File: src/rtl/mips_if_pkg.sv
// Shared types and constants for the IF-stage PC controller.
// The S_HALT state exists only when IF_HALT_EN is defined.
package mips_if_pkg;

  localparam int          PC_W     = 32;
  localparam logic [31:0] RESET_PC = 32'h0000_0000;

  typedef enum logic [1:0] {
    S_RUN  = 2'd0,
    S_HOLD = 2'd1,
    S_PEND = 2'd2
`ifdef IF_HALT_EN
    ,
    S_HALT = 2'd3
`endif
  } if_state_e;

  typedef enum logic [1:0] {
    RD_NONE   = 2'd0,
    RD_JUMP   = 2'd1,
    RD_BRANCH = 2'd2,
    RD_JREG   = 2'd3
  } redir_src_e;

endpackage

File: src/rtl/if_redirect_buf.sv
// One-entry pending redirect target with a valid bit.
// A load while the entry is valid overwrites it; load wins over clear.
module if_redirect_buf #(
  parameter int W = 32
) (
  input  logic         i_clk,
  input  logic         i_reset,
  input  logic         i_load,
  input  logic         i_clear,
  input  logic [W-1:0] i_target,
  output logic         o_valid,
  output logic [W-1:0] o_target
);

  logic         valid_q, valid_d;
  logic [W-1:0] target_q, target_d;

  always_comb begin
    valid_d  = valid_q;
    target_d = target_q;
    if (i_load) begin
      valid_d  = 1'b1;
      target_d = i_target;
    end else if (i_clear) begin
      valid_d  = 1'b0;
      target_d = '0;
    end
  end

  always_ff @(posedge i_clk) begin
    if (i_reset) begin
      valid_q  <= 1'b0;
      target_q <= '0;
    end else begin
      valid_q  <= valid_d;
      target_q <= target_d;
    end
  end

  assign o_valid  = valid_q;
  assign o_target = target_q;

endmodule

File: src/rtl/if_pc_ctrl.sv
// IF-stage program-counter controller: next-PC selection, stall handling with a
// pending-redirect buffer, IF/ID flush. Optional halt support: define IF_HALT_EN.
module if_pc_ctrl #(
  parameter int              PC_W        = mips_if_pkg::PC_W,
  parameter logic [PC_W-1:0] RESET_PC    = mips_if_pkg::RESET_PC,
  parameter int              IMEM_ADDR_W = 8
) (
  input  logic                   i_clk,
  input  logic                   i_reset,
  input  logic                   i_stall,
  input  logic                   i_branch_taken,
  input  logic [PC_W-1:0]        i_branch_target,
  input  logic                   i_jump,
  input  logic [PC_W-1:0]        i_jump_dir,
  input  logic                   i_jump_reg,
  input  logic [PC_W-1:0]        i_jump_reg_target,
`ifdef IF_HALT_EN
  input  logic                   i_halt,
`endif
  output logic [PC_W-1:0]        o_pc,
  output logic [PC_W-1:0]        o_pc_plus_4,
  output logic [3:0]             o_pc_hi,
  output logic [IMEM_ADDR_W-1:0] o_imem_addr,
  output logic                   o_valid,
  output logic                   o_flush_ifid,
  output logic                   o_misaligned,
  output logic                   o_halted
);

  import mips_if_pkg::*;

  if_state_e       state_q, state_d;
  logic [PC_W-1:0] pc_q, pc_d;
  logic            valid_q, valid_d;
  logic            mis_q, mis_d;

  redir_src_e      src;
  logic [PC_W-1:0] raw_target;
  logic [PC_W-1:0] live_target;
  logic            live_redir;
  logic            halt_req;
  logic            flush;
  logic            buf_load, buf_clear, buf_valid;
  logic [PC_W-1:0] buf_target;
  logic [PC_W-1:0] pc_inc;

  assign pc_inc = pc_q + PC_W'(4);

`ifdef IF_HALT_EN
  assign halt_req = i_halt;
`else
  assign halt_req = 1'b0;
`endif

  always_comb begin
    src = RD_NONE;
    if (i_jump_reg)          src = RD_JREG;
    else if (i_branch_taken) src = RD_BRANCH;
    else if (i_jump)         src = RD_JUMP;
  end

  always_comb begin
    raw_target = '0;
    case (src)
      RD_JREG:   raw_target = i_jump_reg_target;
      RD_BRANCH: raw_target = i_branch_target;
      RD_JUMP:   raw_target = i_jump_dir;
      default:   raw_target = '0;
    endcase
  end

  assign live_redir  = (src != RD_NONE);
  assign live_target = {raw_target[PC_W-1:2], 2'b00};

  if_redirect_buf #(.W(PC_W)) u_redirect_buf (
    .i_clk    (i_clk),
    .i_reset  (i_reset),
    .i_load   (buf_load),
    .i_clear  (buf_clear),
    .i_target (live_target),
    .o_valid  (buf_valid),
    .o_target (buf_target)
  );

  always_comb begin
    state_d   = state_q;
    pc_d      = pc_q;
    valid_d   = 1'b1;
    mis_d     = mis_q;
    flush     = 1'b0;
    buf_load  = 1'b0;
    buf_clear = 1'b0;
    case (state_q)
      S_RUN, S_HOLD, S_PEND: begin
        if (halt_req && !i_stall) begin
`ifdef IF_HALT_EN
          state_d = S_HALT;
`endif
          valid_d   = 1'b0;
          buf_clear = 1'b1;
        end else if (i_stall) begin
          // Stalled: never touch the PC, only remember where to go later.
          if (live_redir) begin
            buf_load = 1'b1;
            state_d  = S_PEND;
            if (raw_target[1:0] != 2'b00) mis_d = 1'b1;
          end else begin
            state_d = (state_q == S_PEND) ? S_PEND : S_HOLD;
          end
        end else begin
          state_d   = S_RUN;
          buf_clear = 1'b1;
          if (live_redir) begin
            pc_d  = live_target;
            flush = 1'b1;
            if (raw_target[1:0] != 2'b00) mis_d = 1'b1;
          end else if (state_q == S_PEND && buf_valid) begin
            pc_d  = buf_target;
            flush = 1'b1;
          end else begin
            pc_d = pc_inc;
          end
        end
      end
      default: begin
        // Halted: frozen until reset.
        valid_d = 1'b0;
      end
    endcase
  end

  always_ff @(posedge i_clk) begin
    if (i_reset) begin
      state_q <= S_RUN;
      pc_q    <= RESET_PC;
      valid_q <= 1'b0;
      mis_q   <= 1'b0;
    end else begin
      state_q <= state_d;
      pc_q    <= pc_d;
      valid_q <= valid_d;
      mis_q   <= mis_d;
    end
  end

  assign o_pc         = pc_q;
  assign o_pc_plus_4  = pc_inc;
  assign o_pc_hi      = pc_inc[31:28];
  assign o_imem_addr  = pc_q[IMEM_ADDR_W+1:2];
  assign o_valid      = valid_q;
  assign o_flush_ifid = flush & ~i_reset;
  assign o_misaligned = mis_q;
`ifdef IF_HALT_EN
  assign o_halted     = (state_q == S_HALT);
`else
  assign o_halted     = 1'b0;
`endif

endmodule

File: config.mk
export PLATFORM = sky130hd
export DESIGN_NAME = if_pc_ctrl
export DESIGN_NICKNAME = d
export VERILOG_FILES = /design/src/rtl/mips_if_pkg.sv /design/src/rtl/if_redirect_buf.sv /design/src/rtl/if_pc_ctrl.sv
export SDC_FILE = /design/constraint.sdc
export NUM_CORES = 1
export LEC_CHECK = 0
export ABC_CLOCK_PERIOD_IN_PS = 2630
export CAP_MARGIN = 20
export CORE_ASPECT_RATIO = 1.2
export CORE_MARGIN = 10
export CORE_UTILIZATION = 45
export DETAILED_ROUTE_END_ITERATION = 8
export DONT_BUFFER_PORTS = 1
export PLACE_DENSITY = 0.61
export SETUP_SLACK_MARGIN = 0.3
export SLEW_MARGIN = 40
export SYNTH_ARGS = -nofsm -noshare
export SYNTH_HDL_FRONTEND = slang
export SYNTH_SLANG_ARGS = --single-unit
export TNS_END_PERCENT = 100
File: constraint.sdc
create_clock -name i_clk -period 2.63 [get_ports i_clk]
set_input_delay 0.1315 -clock i_clk [delete_from_list [all_inputs] [get_ports i_clk]]
set_output_delay 0.1315 -clock i_clk [all_outputs]
set_load 0.1 [all_outputs]
# Word-level counts from Yosys, hierarchy flattened
# Index checks and enable logic that the tools add are counted.
[word_totals] regBits=67 in_bits=102 out_inout_bits=80 elab_cells=46
[op_classes] addsub=1 n_eq_ne=5 muxes=23 bitwise_logic=3 n_reduce_logical=8
[ops] cell="$mux 32" n=4
[ops] cell="$pmux 32 s3" n=1
[ops] cell="$add 32x3->32 const B" n=1
[ops] cell="$mux 1" n=13
[ops] cell="$mux 2" n=5
[ops] cell="$eq 2x2->1 const B" n=3
[ops] cell="$reduce_bool 2->1" n=3
[ops] cell="$eq 2x1->1 const B" n=2
[ops] cell="$reduce_and 3->1" n=1
[ops] cell="$reduce_or 3->1" n=1
[ops] cell="$logic_not 2->1" n=1
[ops] cell="$not 1->1" n=2
[ops] cell="$reduce_and 2->1" n=1
[ops] cell="$and 1x1->1" n=1
[ops] cell="$logic_and 1x1->1" n=1

# Depth between registers and ports, before layout
[logic_depth] depth_word=8 mapped_depth=8 ltp_nobuf=6

# Cells and area by module
# A second synthesis with hierarchy kept.
[unflattened] hier_cells=578 area_unflattened_um2=4687.0
[modules_own_cells] mod="if_pc_ctrl" instances=1 cells_each=430 area_each_um2=3164.3 seq_area_each_um2=720.7
[modules_own_cells] mod="if_redirect_buf" instances=1 cells_each=148 area_each_um2=1522.7 seq_area_each_um2=660.6

# Worst setup path before layout
# OpenSTA, ideal clock, no wires.
[synth_timing] kind="reg2out" start="reg pc_q[2] (netlist: o_pc[2])" end="out o_pc_plus_4[28]" arrival_ps=4469 required_ps=2499 path_slack_ps=-1971 path_stages_with_launch=8 n_path_buf=1 path_cell_list="dfxtp_1 ha_1 nand3_1 nor3_2 and2_1 nand4_1 xnor2_1 buf_4"
[synth_via] elab_chain_cells=1
[synth_lines] element="from (decl)" line="if_pc_ctrl.sv:33" text="logic [PC_W-1:0] pc_q, pc_d;"
[synth_lines] element="from (signal assigned)" line="if_pc_ctrl.sv:140" text="pc_q <= pc_d;"
[synth_lines] element="$add 32x3->32" line="if_pc_ctrl.sv:47" text="assign pc_inc = pc_q + PC_W'(4);"
[synth_lines] element="to (decl)" line="if_pc_ctrl.sv:21" text="output logic [PC_W-1:0] o_pc_plus_4,"
# No other way between the ends.

# Worst setup path in the final report
[layout_timing] start="reg pc_q[19] (netlist: o_pc[19])" end="out o_pc_hi[0]"
[layout_via] elab_chain_cells=1
[layout_lines] element="$add 32x3->32" line="if_pc_ctrl.sv:47"
[layout_lines] element="to (decl)" line="if_pc_ctrl.sv:22" text="output logic [3:0] o_pc_hi,"
# No other way between the ends.

==> results.toml <==
[status]
outcome = "complete, no violations"

[cts]
cts_sinks = 65
numCtsBuffers = 9
root_buffer = "clkbuf_8"
ctsHtreeMaxLevel = 3
cts_max_path_buffers = 2
tritoncts = "built"
clk_pin_slew_worst_paths_ns = 0.08
clock_latency_ns = 0.35

[drt]
vias = 4668
postRouteAntennaNets = 0
drc = 0
drt_iter0_drc = 345
drt-total-wl_mm = 16.54
dr.pass1.iters = 5
vias_per_cell = 6.241
wl_per_cell_um = 22.11

[synth]
syn_area_per_cell_um2 = 7.603
ys_types = 64
synth_compound_area_share_pct = 29.65
synth.mux.area_fraction_pct = 0.4702
synth_fa_ha_area_share_pct = 0.2939
synth_edf_count = 0
seq_area_frac_synth_pct = 30.56
synth_seq_cells = 65
synth_top_family_by_area = "compound AO/OA/AOI/OAI gates"
synth_ff_type = "dfxtp_1"
synth-xor-area-share_pct = 5.760
synth_warnings = 0
synth_cells = 560
synth_async_sr_flop_share_pct = 0
synth-simple-area-share_pct = 25.48
synth_area_mm2 = 0.004258

[global_route]
track_usage_pct = 22.88
overflow = 0
grt_pass1_vias = 4604
grt_use_met2_pct = 42.00
grt_pass1_wl_mm = 25.01
grt_max_degree = 55
antenna_found_initial = 0
use_met3_pct = 5.370
busiest_layer = "met2"
global_route.usage.met1_pct = 23.69

[die]
start_util_pct = 46.64
rows = 38
core_area_mm2 = 0.009129
die_w_um = 108.8
die_area_mm2 = 0.01377
fp.dieH_um = 126.6
ioPinCount = 182

[critical_path]
critical_path.endpoint_type = "output port"
critPathArrivalTime_ns = 2.33
cp_data_required_time_ns = 2.50
setup.worst_path.start_class = "flip-flop"
path_max_fanout = 7
critical_path_class = "flip-flop to output port"

[sta]
slew_violations = 0
worst_pin_slew_ns = 0.8256
setup-tns-final_ns = 0
fmax_mhz = 407.0
min_period_ns = 2.457
slew-limit-headroom_pct = 44.90
rsz0062_at_grt = "true"
finalClockSkew_ns = 0.007405
hold_viol = 0
finalSetupViolations = 0
timing.final.crit_share_pct = 93.42

[final_layout]
nNetsFinal = 726
antenna_cells = 0
area_growth_pct = 42.73
drive_above_1_share_pct = 33.92
final_common_cell = "buf_4"
final_cell_mix = "buf_4, nor2_1, nand2_1"

[job]
maxCapViolations = 0

[power]
ir_drop_v = 0.0004553
powerDensity_mw_per_mm2 = 561.5
finalPower_w = 0.003412
p_leak_nw = 2.478

[placement]
place.gp.congestion = 0.9129
place_hpwl_mm = 12.28
port_buffers = 0

[min_path]
hp-class = "primary input to flip-flop"
## metrics by stage
stage	cells	worst slack (ns)	hold slack (ns)	util, %	area (um^2)
after detailed placement	701	0.3383	0.2085	59.77	5456
after CTS	739	0.1452	0.01279	64.87	5922
after floorplan	564	-0.2224	0.2720	-	4882
final	748	0.1730	0.01849	66.57	6077
after global routing	748	0.03095	0.02807	66.57	6077
after global placement	701	0.3680	0.2079	59.69	5449
## worst paths after layout
| check | slack [ns] | startpoint | end | cells past startpoint |
|---|---|---|---|---|
| hold reg to reg | 0.50 | u_redirect_buf.o_target[8] | u_redirect_buf.o_target[8] | 2 |
| hold / removal | 0.02 | i_reset | o_pc[30] | 3 |
| setup / recovery | 0.17 | o_pc[19] | o_pc_hi[0] | 6 |
| setup reg to reg | 0.37 | o_pc[19] | o_pc[28] | 8 |
## timing repair
item                       in CTS  in global routing
setup buffers                  20                  8
hold endpoints to repair       54                  0
gates resized for setup        15                 16
gates cloned                    0                  1
pin swaps                      13                 11
hold buffers                    2                  0
setup endpoints to repair      24                 23
## power breakdown
part	total, W	switching (W)	internal, W
sequential	0.00111	0.0000653	0.00104
combinational	0.00137	0.00101	0.000358
clock	0.000937	0.000441	0.000496
## cell families after synthesis
logic type                 after synthesis
AOI/OAI and AO/OA                      183
xor gates and xnor gates                28
adders and majority gates                1
buffers and inverters                   69
DFF                                     65
muxes                                    2
other                                    1
and+or+nand+nor                        211
## cells in the mapped netlist, types with 7 or more instances
cell,count,area share [%]
a211oi_1,9,1.6
xor2_1,7,1.4
clkbuf_1,35,3.1
nand4_1,9,1.3
xnor2_1,21,4.3
nand3_1,13,1.5
buf_4,17,3.0
nand3b_1,13,2.3
a21oi_1,26,3.1
nor2b_1,12,1.8
inv_1,8,0.71
and3_1,8,1.2
dfxtp_1,65,31
nand2_1,53,4.7
a22oi_1,45,7.9
a31oi_1,17,2.5
o21ai_0,34,4.0
nor2_1,66,5.8
nor3_1,7,0.82
## flip-flops by register name, indices dropped and copies added (netlist names)
register and flops:
o_misaligned 1, o_pc 30, o_valid 1, state_q 2
u_redirect_buf.o_target 30, u_redirect_buf.o_valid 1
## worst max-delay path, cell delays in order, from the launching register on
cell	delay (ns)
dfxtp_4	0.59
nand4_1	0.22
nor4_4	0.26
and2_4	0.20
nand4_1	0.20
xnor2_4	0.23
buf_12	0.27
## cell type report
type	instances	area, um^2
well taps	120	150.1
repair buffers	108	1102
clock buffers	11	151.4
flip-flops and latches	65	1391
clock inverters	5	60.06
fillers	763	3052
inverters	9	33.78
multi-input cells	430	3188
## routing by layer
layer	vias to the layer above	wire length [um]
met4	0	682
li1	2165	-
met1	2272	5675
met3	39	1040
met5	-	0
met2	192	9136
No activity file was read; power rests on OpenSTA's default activity.
